File: config.mk
export PLATFORM = sky130hd
export DESIGN_NAME = alu_arbiter_flat
export DESIGN_NICKNAME = d
export VERILOG_FILES = /design/src/rtl/alu_arbiter_if.sv /design/src/rtl/alu_arbiter.sv /design/src/flat_wrapper.sv
export SDC_FILE = /design/constraint.sdc
export NUM_CORES = 1
export LEC_CHECK = 0
export CAP_MARGIN = 10
export CORE_AREA = 2 2 117 119
export CTS_BUF_LIST = sky130_fd_sc_hd__clkbuf_16
export CTS_CLUSTER_DIAMETER = 50
export CTS_CLUSTER_SIZE = 12
export DETAILED_ROUTE_END_ITERATION = 12
export DIE_AREA = 0 0 119 121
export MAX_ROUTING_LAYER = met4
export PLACE_DENSITY = 0.85
export SLEW_MARGIN = 25
export SYNTH_ARGS = -nofsm -noshare
export SYNTH_HDL_FRONTEND = slang
export SYNTH_SLANG_ARGS = --single-unit
File: constraint.sdc
create_clock -name clk -period 2.3 [get_ports clk]
set_input_delay 0.46 -clock clk [delete_from_list [all_inputs] [get_ports clk]]
set_output_delay 0.46 -clock clk [all_outputs]
set_load 0.03 [all_outputs]
File: src/rtl/alu_arbiter_if.sv
// alu_arbiter_if: request/response bus between two requesters and the shared-ALU arbiter
interface alu_arbiter_if #(
  parameter int DATA_WIDTH    = 32,
  parameter int OPCODE_LENGTH = 5
);
  logic [1:0]                 req_valid;
  logic [1:0]                 req_ready;
  logic [2*DATA_WIDTH-1:0]    req_rs1;
  logic [2*DATA_WIDTH-1:0]    req_rs2;
  logic [2*OPCODE_LENGTH-1:0] req_opcode;
  logic [1:0]                 rsp_valid;
  logic [1:0]                 rsp_ready;
  logic [DATA_WIDTH-1:0]      rsp_rd;
  logic [2:0]                 rsp_flags;
  modport master (
    output req_valid, req_rs1, req_rs2, req_opcode, rsp_ready,
    input  req_ready, rsp_valid, rsp_rd, rsp_flags
  );
  modport slave (
    input  req_valid, req_rs1, req_rs2, req_opcode, rsp_ready,
    output req_ready, rsp_valid, rsp_rd, rsp_flags
  );
endinterface

File: src/rtl/alu_arbiter.sv
// alu_arbiter: round-robin sharing of one combinational ALU between two requesters, one op in flight
module alu_arbiter #(
  parameter int DATA_WIDTH    = 32,
  parameter int OPCODE_LENGTH = 5,
  parameter int CNT_WIDTH     = 16
) (
  input  logic                     clk,
  input  logic                     reset,
  alu_arbiter_if.slave             bus,
  output logic [DATA_WIDTH-1:0]    alu_rs1,
  output logic [DATA_WIDTH-1:0]    alu_rs2,
  output logic [OPCODE_LENGTH-1:0] alu_opcode,
  input  logic [DATA_WIDTH-1:0]    alu_rd,
  input  logic                     alu_zero,
  input  logic                     alu_blt,
  input  logic                     alu_bgt,
  output logic                     busy,
  output logic [CNT_WIDTH-1:0]     ops_done
);
  typedef enum logic [1:0] {IDLE, EXEC, RESP} state_t;
  state_t state;
  logic   grant;
  logic   last_grant;
  logic   pick;
  // with both ports asking, the one not served last wins
  assign pick          = &bus.req_valid ? ~last_grant : bus.req_valid[1];
  assign bus.req_ready = (state == IDLE && |bus.req_valid) ? (2'b01 << pick) : 2'b00;
  assign busy          = state != IDLE;
  always_ff @(posedge clk) begin
    if (reset) begin
      state         <= IDLE;
      grant         <= 1'b0;
      last_grant    <= 1'b1;
      bus.rsp_valid <= 2'b00;
      bus.rsp_rd    <= '0;
      bus.rsp_flags <= 3'b000;
      alu_rs1       <= '0;
      alu_rs2       <= '0;
      alu_opcode    <= '0;
      ops_done      <= '0;
    end else begin
      case (state)
        IDLE: if (|bus.req_valid) begin
          grant      <= pick;
          alu_rs1    <= pick ? bus.req_rs1[2*DATA_WIDTH-1:DATA_WIDTH] : bus.req_rs1[DATA_WIDTH-1:0];
          alu_rs2    <= pick ? bus.req_rs2[2*DATA_WIDTH-1:DATA_WIDTH] : bus.req_rs2[DATA_WIDTH-1:0];
          alu_opcode <= pick ? bus.req_opcode[2*OPCODE_LENGTH-1:OPCODE_LENGTH]
                             : bus.req_opcode[OPCODE_LENGTH-1:0];
          state      <= EXEC;
        end
        EXEC: begin
          bus.rsp_rd    <= alu_rd;
          bus.rsp_flags <= {alu_zero, alu_bgt, alu_blt};
          bus.rsp_valid <= 2'b01 << grant;
          state         <= RESP;
        end
        RESP: if (bus.rsp_ready[grant]) begin
          bus.rsp_valid <= 2'b00;
          last_grant    <= grant;
          ops_done      <= ops_done + 1'b1;
          state         <= IDLE;
        end
        default: state <= IDLE;
      endcase
    end
  end
endmodule

File: src/flat_wrapper.sv
// flat-port wrapper written by rule: the top's interface ports become plain ports
module alu_arbiter_flat 
#(
  parameter int DATA_WIDTH    = 32,
  parameter int OPCODE_LENGTH = 5,
  parameter int CNT_WIDTH     = 16
)
  (clk, reset, alu_rs1, alu_rs2, alu_opcode, alu_rd, alu_zero, alu_blt, alu_bgt, busy, ops_done, bus_req_valid, bus_req_rs1, bus_req_rs2, bus_req_opcode, bus_rsp_ready, bus_req_ready, bus_rsp_valid, bus_rsp_rd, bus_rsp_flags);
  alu_arbiter_if #(.DATA_WIDTH(DATA_WIDTH), .OPCODE_LENGTH(OPCODE_LENGTH)) bus_i ();
  input  logic clk;
  input  logic reset;
  output logic [DATA_WIDTH-1:0] alu_rs1;
  output logic [DATA_WIDTH-1:0] alu_rs2;
  output logic [OPCODE_LENGTH-1:0] alu_opcode;
  input  logic [DATA_WIDTH-1:0] alu_rd;
  input  logic alu_zero;
  input  logic alu_blt;
  input  logic alu_bgt;
  output logic busy;
  output logic [CNT_WIDTH-1:0] ops_done;
  input wire logic [$bits(bus_i.req_valid)-1:0] bus_req_valid;
  input wire logic [$bits(bus_i.req_rs1)-1:0] bus_req_rs1;
  input wire logic [$bits(bus_i.req_rs2)-1:0] bus_req_rs2;
  input wire logic [$bits(bus_i.req_opcode)-1:0] bus_req_opcode;
  input wire logic [$bits(bus_i.rsp_ready)-1:0] bus_rsp_ready;
  output wire logic [$bits(bus_i.req_ready)-1:0] bus_req_ready;
  output wire logic [$bits(bus_i.rsp_valid)-1:0] bus_rsp_valid;
  output wire logic [$bits(bus_i.rsp_rd)-1:0] bus_rsp_rd;
  output wire logic [$bits(bus_i.rsp_flags)-1:0] bus_rsp_flags;
  assign bus_i.req_valid = bus_req_valid;
  assign bus_i.req_rs1 = bus_req_rs1;
  assign bus_i.req_rs2 = bus_req_rs2;
  assign bus_i.req_opcode = bus_req_opcode;
  assign bus_i.rsp_ready = bus_rsp_ready;
  assign bus_req_ready = bus_i.req_ready;
  assign bus_rsp_valid = bus_i.rsp_valid;
  assign bus_rsp_rd = bus_i.rsp_rd;
  assign bus_rsp_flags = bus_i.rsp_flags;
  alu_arbiter #(.DATA_WIDTH(DATA_WIDTH), .OPCODE_LENGTH(OPCODE_LENGTH), .CNT_WIDTH(CNT_WIDTH)) u_core (.clk(clk), .reset(reset), .bus(bus_i), .alu_rs1(alu_rs1), .alu_rs2(alu_rs2), .alu_opcode(alu_opcode), .alu_rd(alu_rd), .alu_zero(alu_zero), .alu_blt(alu_blt), .alu_bgt(alu_bgt), .busy(busy), .ops_done(ops_done));
endmodule
==> flow_metrics.env, run 1 <==
export IMPL_holdPathEnd="u_core.bus.rsp_rd[31]"
export IMPL_ir_worst_vdd_uv=521.0
export IMPL_rows=42
export IMPL_hold_viol_final=0
export IMPL_port_buffers=303
export IMPL_core_area_sq_um=13090
export IMPL_crit_path_top_delay_cell="dfxtp_1"
export IMPL_period_share=0.9619
export IMPL_cts_root_buf="clkbuf_16"
export IMPL_synth_xor_area_share=0.01135
export IMPL_yosysWarnings=0
export IMPL_ys_types=33
export IMPL_htreeDepth=4
export IMPL_path_buf_inv=2
export IMPL_synth_compound_area_frac=0.2183
export IMPL_die_x_microns=119
export IMPL_hold_path_startpoint="u_core.bus.rsp_rd[31]"
export IMPL_rr_worst_depth=5
export IMPL_critPathCaptureType="output pin"
export IMPL_fin_crit_ps=2212
export IMPL_n_antenna_cell=0
export IMPL_ys_seq_elements=126
export IMPL_initial_core_util=0.3539
export IMPL_nNetsFinal=980
export IMPL_crit_required_ps=1840
export IMPL_grt_pass1_vias=5058
export IMPL_drive_gt1_frac=0.05665
export IMPL_reg2reg_setup_slack_ps=380
export IMPL_slew_limit_headroom=0.6986
export IMPL_yosysSeqAreaShare=0.5447
export IMPL_holdBufCountCts=0
export IMPL_timing_rr_start="u_core.ops_done[3]"
export IMPL_crit_chain="nor2_1 > and3_2 > buf_4 > buf_4"
export IMPL_overflow=0
export IMPL_antenna_found_initial=0
export IMPL_critPathMaxStageDelay_ps=340
export IMPL_cpMostUsedCell="buf_4"
export IMPL_crit_family="simple AND/OR/NAND/NOR gates"
export IMPL_syn_avg_cell_area_sq_um=9.080
export IMPL_cts_tree="done"
export IMPL_path_clk_slew_ps=50
export IMPL_cts_setup_buffers=0
export IMPL_wl_per_cell_microns=17.21
export IMPL_io_pins=304
export IMPL_route_detailed_drc=0
export IMPL_synth_mux_area_frac=0.004593
export IMPL_netlist_area_sq_um=4631
export IMPL_synth_adder_area_share=0.002702
export IMPL_max_freq_mhz=452.0
export IMPL_start_kind="flip-flop"
export IMPL_dpl_hpwl_microns=11700
export IMPL_viasPerCell=5.248
export IMPL_placed_cells=957
export IMPL_finalNonFillerCells=988
export IMPL_p_per_area_nw_per_um2=795.8
export IMPL_synthesis_nets=690
export IMPL_synth_top_family_by_area="compound AO/OA/AOI/OAI gates"
export IMPL_fin_skew_ps=5.171
export IMPL_clk_latency_ps=410
export IMPL_detail_route_antenna_nets=0
export IMPL_cts_resized=0
export IMPL_cts_path_max_buffers=2
export IMPL_num_vias=5185
export IMPL_worstHoldPathType="flip-flop to flip-flop"
export IMPL_rsz0062_at_grt="no"
export IMPL_synthSimpleGateAreaFrac=0.1775
export IMPL_whs_path_depth=2
export IMPL_leakage_uw=0.003095
export IMPL_grt_pass1_wl_microns=26030
export IMPL_maxSlewViolCount=0
export IMPL_drt_wl_total_microns=17000
export IMPL_cts_buffers=17
export IMPL_arrival_ps=1750
export IMPL_tightest_slew_ps=452.1
export IMPL_first_iter_violations=625
export IMPL_pre_cts_slack_ps=-21.85
export IMPL_reg2reg_to="u_core.ops_done[11]"
export IMPL_cap_viol_max_count=0
export IMPL_fp_dieH_microns=121
export IMPL_cp_max_fo=14
export IMPL_die_area_sq_um=14400
export IMPL_cts_sink_count=126
export IMPL_grt_max_degree=64
export IMPL_setup_viol=0
export IMPL_grt_total_usage=0.2366
export IMPL_outcome="completed"
export IMPL_area_growth_pct=82.73
export IMPL_first_pass_iters=7
export IMPL_syn_instance_count=510
export IMPL_gp_congestion=0.8425
export IMPL_setup_ws_ps=87.66
export IMPL_timing_worst_setup_path_type="flip-flop to output pin"
[cell type report]
type | instances | area (sq um)
tap | 176 | 220.2
clock buffer | 17 | 425.4
fill | 1024 | 4623
sequential | 126 | 2522
clock inverter | 14 | 158.9
timing repair buffer | 318 | 3188
inverter | 3 | 11.26
multi-input combinational | 334 | 1936
[worst max path at each step]
stage	start	end	slack (ps)	cells past startpoint
floorplan	u_core.ops_done[3]	u_core.ops_done[15]	290	5
global placement	bus_rsp_ready[1]	u_core.ops_done[11]	60	6
detailed placement	bus_rsp_ready[1]	u_core.ops_done[11]	-20	6
CTS	u_core.state[1]	busy	80	3
global route	u_core.state[1]	bus_req_ready[0]	10	4
finish	u_core.state[1]	bus_req_ready[0]	90	4
[stage by stage]
| stage | total power (uW) | cell area (sq um) | util | hold WS (ps) | TNS [ps] |
|---|---|---|---|---|---|
| finish | 6734 | 8462 | 0.6467 | 450.4 | 0 |
| detailed placement | 4069 | 7878 | 0.6020 | 445.3 | -21.85 |
| global placement | 4051 | 7878 | 0.6020 | 441.0 | 0 |
| global route | 6993 | 8462 | 0.6467 | 468.6 | 0 |
| CTS | 6777 | 8462 | 0.6467 | 452.9 | 0 |
| floorplan | 3270 | 4631 | - | 499.4 | 0 |
[metal layers]
layer | up-vias | track usage | routed length [microns]
met5 | - | - | 0
met4 | 0 | 0.08333 | 259
met3 | 23 | 0.08271 | 1541
met2 | 252 | 0.4001 | 8607
met1 | 2445 | 0.2595 | 6590
li1 | 2465 | - | -
[state kept, by name (all words and copies together) (netlist names), 2 cells and up]
signal,cells
u_core.alu_opcode,5
u_core.bus.rsp_valid,2
u_core.alu_rs2,32
u_core.ops_done,16
u_core.bus.rsp_flags,3
u_core.bus.rsp_rd,32
u_core.state,2
u_core.alu_rs1,32
[cells by family after synthesis]
group,after synthesis
mux,2
simple gates,194
flops,126
compound gates,131
xor+xnor,6
fa+ha+maj,1
buf+inv,50
[worst register-to-register path, stage by stage, from the launching register on]
cell and delay, ps:
dfxtp_1 440, and4_1 270, or4b_1 480, buf_4 180, or3_1 310, a21oi_1 160
[power breakdown]
group / internal, uW / switching, uW / total (uW) / leakage, uW
Sequential: 2360 / 101 / 2460 / 0.00103
Clock: 1770 / 928 / 2690 / 0.000295
Combinational: 763 / 818 / 1580 / 0.00177
[Yosys cell counts]
cell type	instances	share of area
and3_1	2	0.0027
or4b_1	1	0.0022
and2_1	1	0.0014
buf_2	1	0.0011
a222oi_1	69	0.15
nor3_1	1	0.0011
o21bai_1	1	0.0016
nand2_1	78	0.063
and4_1	4	0.0076
or4_1	1	0.0016
mux2i_1	1	0.0022
nand2b_1	4	0.0054
clkbuf_1	42	0.034
a31o_2	1	0.0019
nor2_1	82	0.066
nor4_1	1	0.0014
nand3_1	6	0.0065
nor2b_1	2	0.0027
o31ai_1	1	0.0016
nand4_1	4	0.0054
dfxtp_1	126	0.54
a21oi_1	50	0.054
a31oi_1	1	0.0014
o21ai_0	7	0.0076
o21ai_1	1	0.0011
xor2_1	3	0.0057
or3_1	6	0.0081
ha_1	1	0.0027
xnor2_1	3	0.0057
buf_1	4	0.0032
mux2_2	1	0.0024
inv_1	3	0.0024
nand4b_1	1	0.0019
[cells in the final DEF (no fill, tap or decap), types with 2 or more instances in the layout]
| cell type | netlist | layout |
|---|---|---|
| clkdlybuf4s50_1 | 0 | 300 |
| dfxtp_1 | 126 | 126 |
| nor2_1 | 82 | 82 |
| nand2_1 | 78 | 78 |
| a222oi_1 | 69 | 69 |
| a21oi_1 | 50 | 50 |
| clkbuf_16 | 0 | 17 |
| buf_4 | 0 | 14 |
| o21ai_0 | 7 | 7 |
| inv_1 | 3 | 6 |
| or3_1 | 6 | 6 |
| nand3_1 | 6 | 6 |
| clkinv_1 | 0 | 6 |
| nand2b_1 | 4 | 4 |
| and4_1 | 4 | 4 |
| nand4_1 | 4 | 4 |
| bufinv_16 | 0 | 4 |
| buf_12 | 0 | 4 |
| xnor2_1 | 3 | 3 |
| xor2_1 | 3 | 3 |
| and3_2 | 0 | 2 |
(Power assumes the default switching activity.)
==> inputs of run 2 (changes only) <==
--- a/config.mk
+++ b/config.mk
@@ -6,14 +6,14 @@
 export NUM_CORES = 1
 export LEC_CHECK = 0
 export CAP_MARGIN = 10
-export CORE_AREA = 2 2 117 119
+export CORE_MARGIN = 2
+export CORE_UTILIZATION = 36
 export CTS_BUF_LIST = sky130_fd_sc_hd__clkbuf_16
 export CTS_CLUSTER_DIAMETER = 50
 export CTS_CLUSTER_SIZE = 12
 export DETAILED_ROUTE_END_ITERATION = 12
-export DIE_AREA = 0 0 119 121
 export MAX_ROUTING_LAYER = met4
-export PLACE_DENSITY = 0.85
+export PLACE_DENSITY = 0.86
 export SLEW_MARGIN = 25
 export SYNTH_ARGS = -nofsm -noshare
 export SYNTH_HDL_FRONTEND = slang
==> run 2 against run 1 <==
Wire length rose by 1.6%; register-to-register slack improved by 20 ps; count of clock-buffer cells in the layout did not move; cell count fell by 0.40%; largest cell class unchanged.
==> flow_metrics.env, run 2 (same netlist as run 1, synthesis figures left out) <==
export IMPL_arrival_ps=1720
export IMPL_rows=41
export IMPL_setup_ws_ps=117.4
export IMPL_die_x_microns=117.4
export IMPL_n_antenna_cell=0
export IMPL_clk_latency_ps=410
export IMPL_reg2reg_setup_slack_ps=400
export IMPL_layout_common_cells="clkdlybuf4s50_1, dfxtp_1, nor2_1"
export IMPL_tns_ps=0
export IMPL_grt_total_usage=0.2484
export IMPL_pwr_share_seq=0.359
export IMPL_tightest_slew_ps=440.5
export IMPL_drt_wl_total_microns=17260
export IMPL_p_per_area_nw_per_um2=807.4
export IMPL_period_share=0.9490
export IMPL_timing_rr_start="u_core.ops_done[3]"
export IMPL_first_iter_violations=603
export IMPL_setup_viol=0
export IMPL_clock_power_share=0.410
export IMPL_cts_sink_count=126
export IMPL_cts_setup_buffers=0
export IMPL_timing_worst_setup_path_type="flip-flop to output pin"
export IMPL_nNetsFinal=979
export IMPL_critPathCaptureType="output pin"
export IMPL_detail_route_antenna_nets=0
export IMPL_fp_dieH_microns=117.4
export IMPL_netSwitchingFraction=0.2816
export IMPL_rsz0062_at_grt="no"
export IMPL_hold_ws_ps=403.7
export IMPL_cap_viol_max_count=0
export IMPL_antenna_found_initial=0
export IMPL_htreeDepth=4
export IMPL_cts_buffers=17
export IMPL_cts_resized=0
export IMPL_port_buffers=303
export IMPL_initial_core_util=0.3684
export IMPL_cts_path_max_buffers=2
export IMPL_start_kind="flip-flop"
export IMPL_drive_gt1_frac=0.06650
export IMPL_cts_root_buf="clkbuf_16"
export IMPL_max_freq_mhz=458.2
export IMPL_fin_crit_ps=2183
export IMPL_hold_viol_final=0
export IMPL_combPwrFrac=0.232
export IMPL_viasPerCell=5.317
export IMPL_area_growth_pct=83.54
export IMPL_dpl_hpwl_microns=11770
export IMPL_first_pass_iters=12
export IMPL_total_power_uw=6862
export IMPL_whs_path_depth=2
export IMPL_holdPathEnd="u_core.ops_done[7]"
export IMPL_pre_cts_slack_ps=7.605
export IMPL_grt_pass1_wl_microns=26430
export IMPL_cts_tree="done"
export IMPL_grt_max_degree=72
export IMPL_crit_required_ps=1840
export IMPL_fin_skew_ps=4.729
export IMPL_p_int_uw=4930
export IMPL_hold_path_startpoint="reset"
export IMPL_die_area_sq_um=13790
export IMPL_slew_limit_headroom=0.7054
export IMPL_reg2reg_to="u_core.ops_done[11]"
export IMPL_maxSlewViolCount=0
export IMPL_leakage_uw=0.003085
export IMPL_num_vias=5232
export IMPL_n_fill_cell=973
export IMPL_route_detailed_drc=0
export IMPL_switching_power_uw=1933
export IMPL_io_pins=304
export IMPL_core_area_sq_um=12570
export IMPL_outcome="completed"
export IMPL_overflow=0
export IMPL_wl_per_cell_microns=17.54
export IMPL_grt_pass1_vias=5160
export IMPL_fin_util=0.6763
export IMPL_top_regs="u_core.alu_rs1: 32 flops, u_core.alu_rs2: 32 flops, u_core.bus.rsp_rd: 32 flops"
export IMPL_worstHoldPathType="primary input to flip-flop"
export IMPL_ir_worst_vdd_uv=407.1
export IMPL_final_common_cell="clkdlybuf4s50_1"
export IMPL_rr_worst_depth=5
export IMPL_gp_congestion=0.7803
export IMPL_cp_max_fo=5
export IMPL_path_clk_slew_ps=60
export IMPL_holdBufCountCts=0
[run 2: cell types whose count changed in the layout (fill, tap and decap cells not counted), moves of 2 or more]
cell,before,now
inv_1,6,3
clkinv_1,6,1
buf_4,14,12
clkinvlp_4,0,6
clkinv_4,0,2
[run 2: cell type report]
cell class              instances  area (sq um)  share of cell area
clock buffers                  17         425.4             0.05005
clock inverters                15         196.4             0.02311
inverters                       3         11.26            0.001325
multi-input cells             334          1936              0.2277
flip-flops and latches        126          2522              0.2968
well taps                     172         215.2             0.02532
repair buffers                317          3193              0.3757
[run 2: how the worst max path moves through the flow]
stage                             from                  end  slack (ps)
finish                 u_core.state[1]                 busy         120
global placement      bus_rsp_ready[1]  u_core.ops_done[13]          70
detailed placement    bus_rsp_ready[1]   u_core.ops_done[9]           8
global route           u_core.state[1]                 busy          40
floorplan           u_core.ops_done[3]  u_core.ops_done[15]         290
CTS                    u_core.state[1]                 busy          90
[run 2: critical path: stages, from the launching register on]
cell and delay [ps]:
dfxtp_1 340, nor2_1 290, inv_1 70, clkdlybuf4s50_1 610
[run 2: routing by layer]
metal,routed length [microns],track usage,up-vias
met5,0,-,-
met4,519,0.1092,0
met3,1572,0.08512,41
met2,8761,0.4189,271
met1,6409,0.2649,2451
li1,-,-,2469
[run 2: power by group through the flow]
stage                     Sequential, uW  Clock (uW)  Combinational [uW]
final                               2460        2810                1590
after global routing                2480        2970                1680
after floorplan                     2810           0                 460
after global placement              2500           0                1560
after CTS                           2460        2850                1590
after detailed placement            2500           0                1580
[run 2: stage by stage]
| stage | instance area (sq um) | cells |
|---|---|---|
| after floorplan | 4631 | 510 |
| after global placement | 7878 | 952 |
| after detailed placement | 7878 | 952 |
| after CTS | 8499 | 984 |
| after global routing | 8499 | 984 |
| final | 8499 | 984 |
==> edit (flow settings as in run 2) <==
`CNT_WIDTH` is set to 16 in 2 places; all go to 20.
--- a/src/rtl/alu_arbiter.sv
+++ b/src/rtl/alu_arbiter.sv
@@ -4,3 +4,3 @@
   parameter int OPCODE_LENGTH = 5,
-  parameter int CNT_WIDTH     = 16
+  parameter int CNT_WIDTH     = 20
 ) (
--- a/src/flat_wrapper.sv
+++ b/src/flat_wrapper.sv
@@ -5,3 +5,3 @@
   parameter int OPCODE_LENGTH = 5,
-  parameter int CNT_WIDTH     = 16
+  parameter int CNT_WIDTH     = 20
 )
Ports: changed (resized ops_done); port bits go from 304 to 308. The function was not compared with the original's and may differ.
==> edit against run 2 <==
Cell count increased by 3.0%. Sequential share of layout area about the same. Area after synthesis increased by 4.8%. Sequential cell count increased by 4. Global-route usage decreased by 0.081 points. Largest power group unchanged. Total power increased by 1.3%. Routed wire length increased by 4.7%. Final area increased by 3.0%. Highest routed layer unchanged. Synthesized cell count increased by 4.9%. Setup slack improved by 0.032 ns.
==> edit: results (changes against run 2) <==
initial antenna violation count=1 (+1); synth top area cells=dfxtp_1 (54%), a222oi_1 (14%), nor2_1 (6.7%); gr usage total=0.248 (-0.000814); FF-to-FF End=u_core.ops_done[18]; Worst Hold End=u_core.bus.rsp_rd[4]; Post-Route WL=18.1 mm (+4.7%); Nets=1004 (+2.6%); worst path arrival time=1.69 ns (-0.03 ns); placed cell count=981 (+3.0%); Hold Path Origin=u_core.bus.rsp_rd[4]; RD Place Congestion=0.855 (+9.5%); met3 Use GR=0.0651 (-0.0200); outcome=finished, final reports clean; Clock Skews=0.00649 ns (+0.00176 ns); drt pass-1 iters=9 (-3); Hold WC Path Type=flop to flop; pin count of the biggest net entering global routing=70 (-2.8%); CP Max Fanout=6 (+1); hpwl dp=12.5 mm (+6.4%); met1 global-route usage=0.286 (+0.0212); I/O Buffers=307 (+1.3%); Leakage=3.18 nW (+3.2%); GR Util met2=0.394 (-0.0247); worst reg2reg startpoint=u_core.ops_done[0]; number of global-route vias before repair=5182 (+0.43%); Seq/Total Area, Yosys=0.536 (-0.00836); VDD IR max=0.476 mV (+17%); Layout fillers=1037 (+6.6%); total number of vias=5426 (+3.7%); first-pass GRT wire length=27.2 mm (+2.8%); Place WS=0.0382 ns (+0.0306 ns); post-synthesis cell type count=32 (-3.0%); flop2flop setup slack=0.35 ns (-0.05 ns); placed cell areas=8130 um2 (+3.2%)
==> edit: kinds of logic (layout without fill, tap and decap cells) <==
logic type / count (synthesis) / count (layout) / synth area share
adders and majority gates: 1 / 1 / 0.00258
muxes: 5 / 5 / 0.0113
DFF: 130 / 130 / 0.536
AOI/OAI and AO/OA: 130 / 130 / 0.209
other: 0 / 1 / 0
and+or+nand+nor: 211 / 211 / 0.188
xor gates and xnor gates: 7 / 7 / 0.0126
buffers and inverters: 51 / 353 / 0.0395
==> edit: power by group <==
part	total (mW)	switching, mW	internal, mW
logic	1.59	0.825	0.769
registers	2.53	0.101	2.43
clock network	2.83	1.03	1.80
==> edit: cell type report <==
| type | instances | area share |
|---|---|---|
| sequential | 130 | 0.297 |
| clock buffer | 17 | 0.0486 |
| tap | 176 | 0.0252 |
| clock inverter | 15 | 0.0217 |
| inverter | 3 | 0.00129 |
| antenna | 1 | 0.000286 |
| multi-input combinational | 354 | 0.238 |
| timing repair buffer | 318 | 0.368 |
==> edit: how the worst max path moves through the flow <==
stage                     endpoint  slack, ns  cells past startpoint
2_1_floorplan  u_core.ops_done[18]       0.30                      5
3_3_place_gp   u_core.ops_done[18]       0.06                      5
3_5_place_dp   u_core.ops_done[18]       0.04                      5
4_1_cts           bus_req_ready[1]       0.03                      3
5_1_grt                       busy        0.1                      3
6_report                      busy       0.15                      3
==> edit: worst max-delay path, stage by stage (launching register included) <==
cell and delay [ns]:
dfxtp_1 0.43, nor2_2 0.11, inv_1 0.06, clkdlybuf4s50_1 0.68
==> edit: what timing repair did <==
item	CTS	global route
resized for setup	0	2
setup endpoints to repair	0	1
buffers inserted	0	0
endpoints found under the hold margin	0	0
==> edit: per-layer routing <==
metal  routed length (um)  vias to the layer above
met5                    0                        -
met2                 8700                      284
met3                 1500                       58
met1                 7080                     2525
met4                  795                        0
li1                     -                     2559
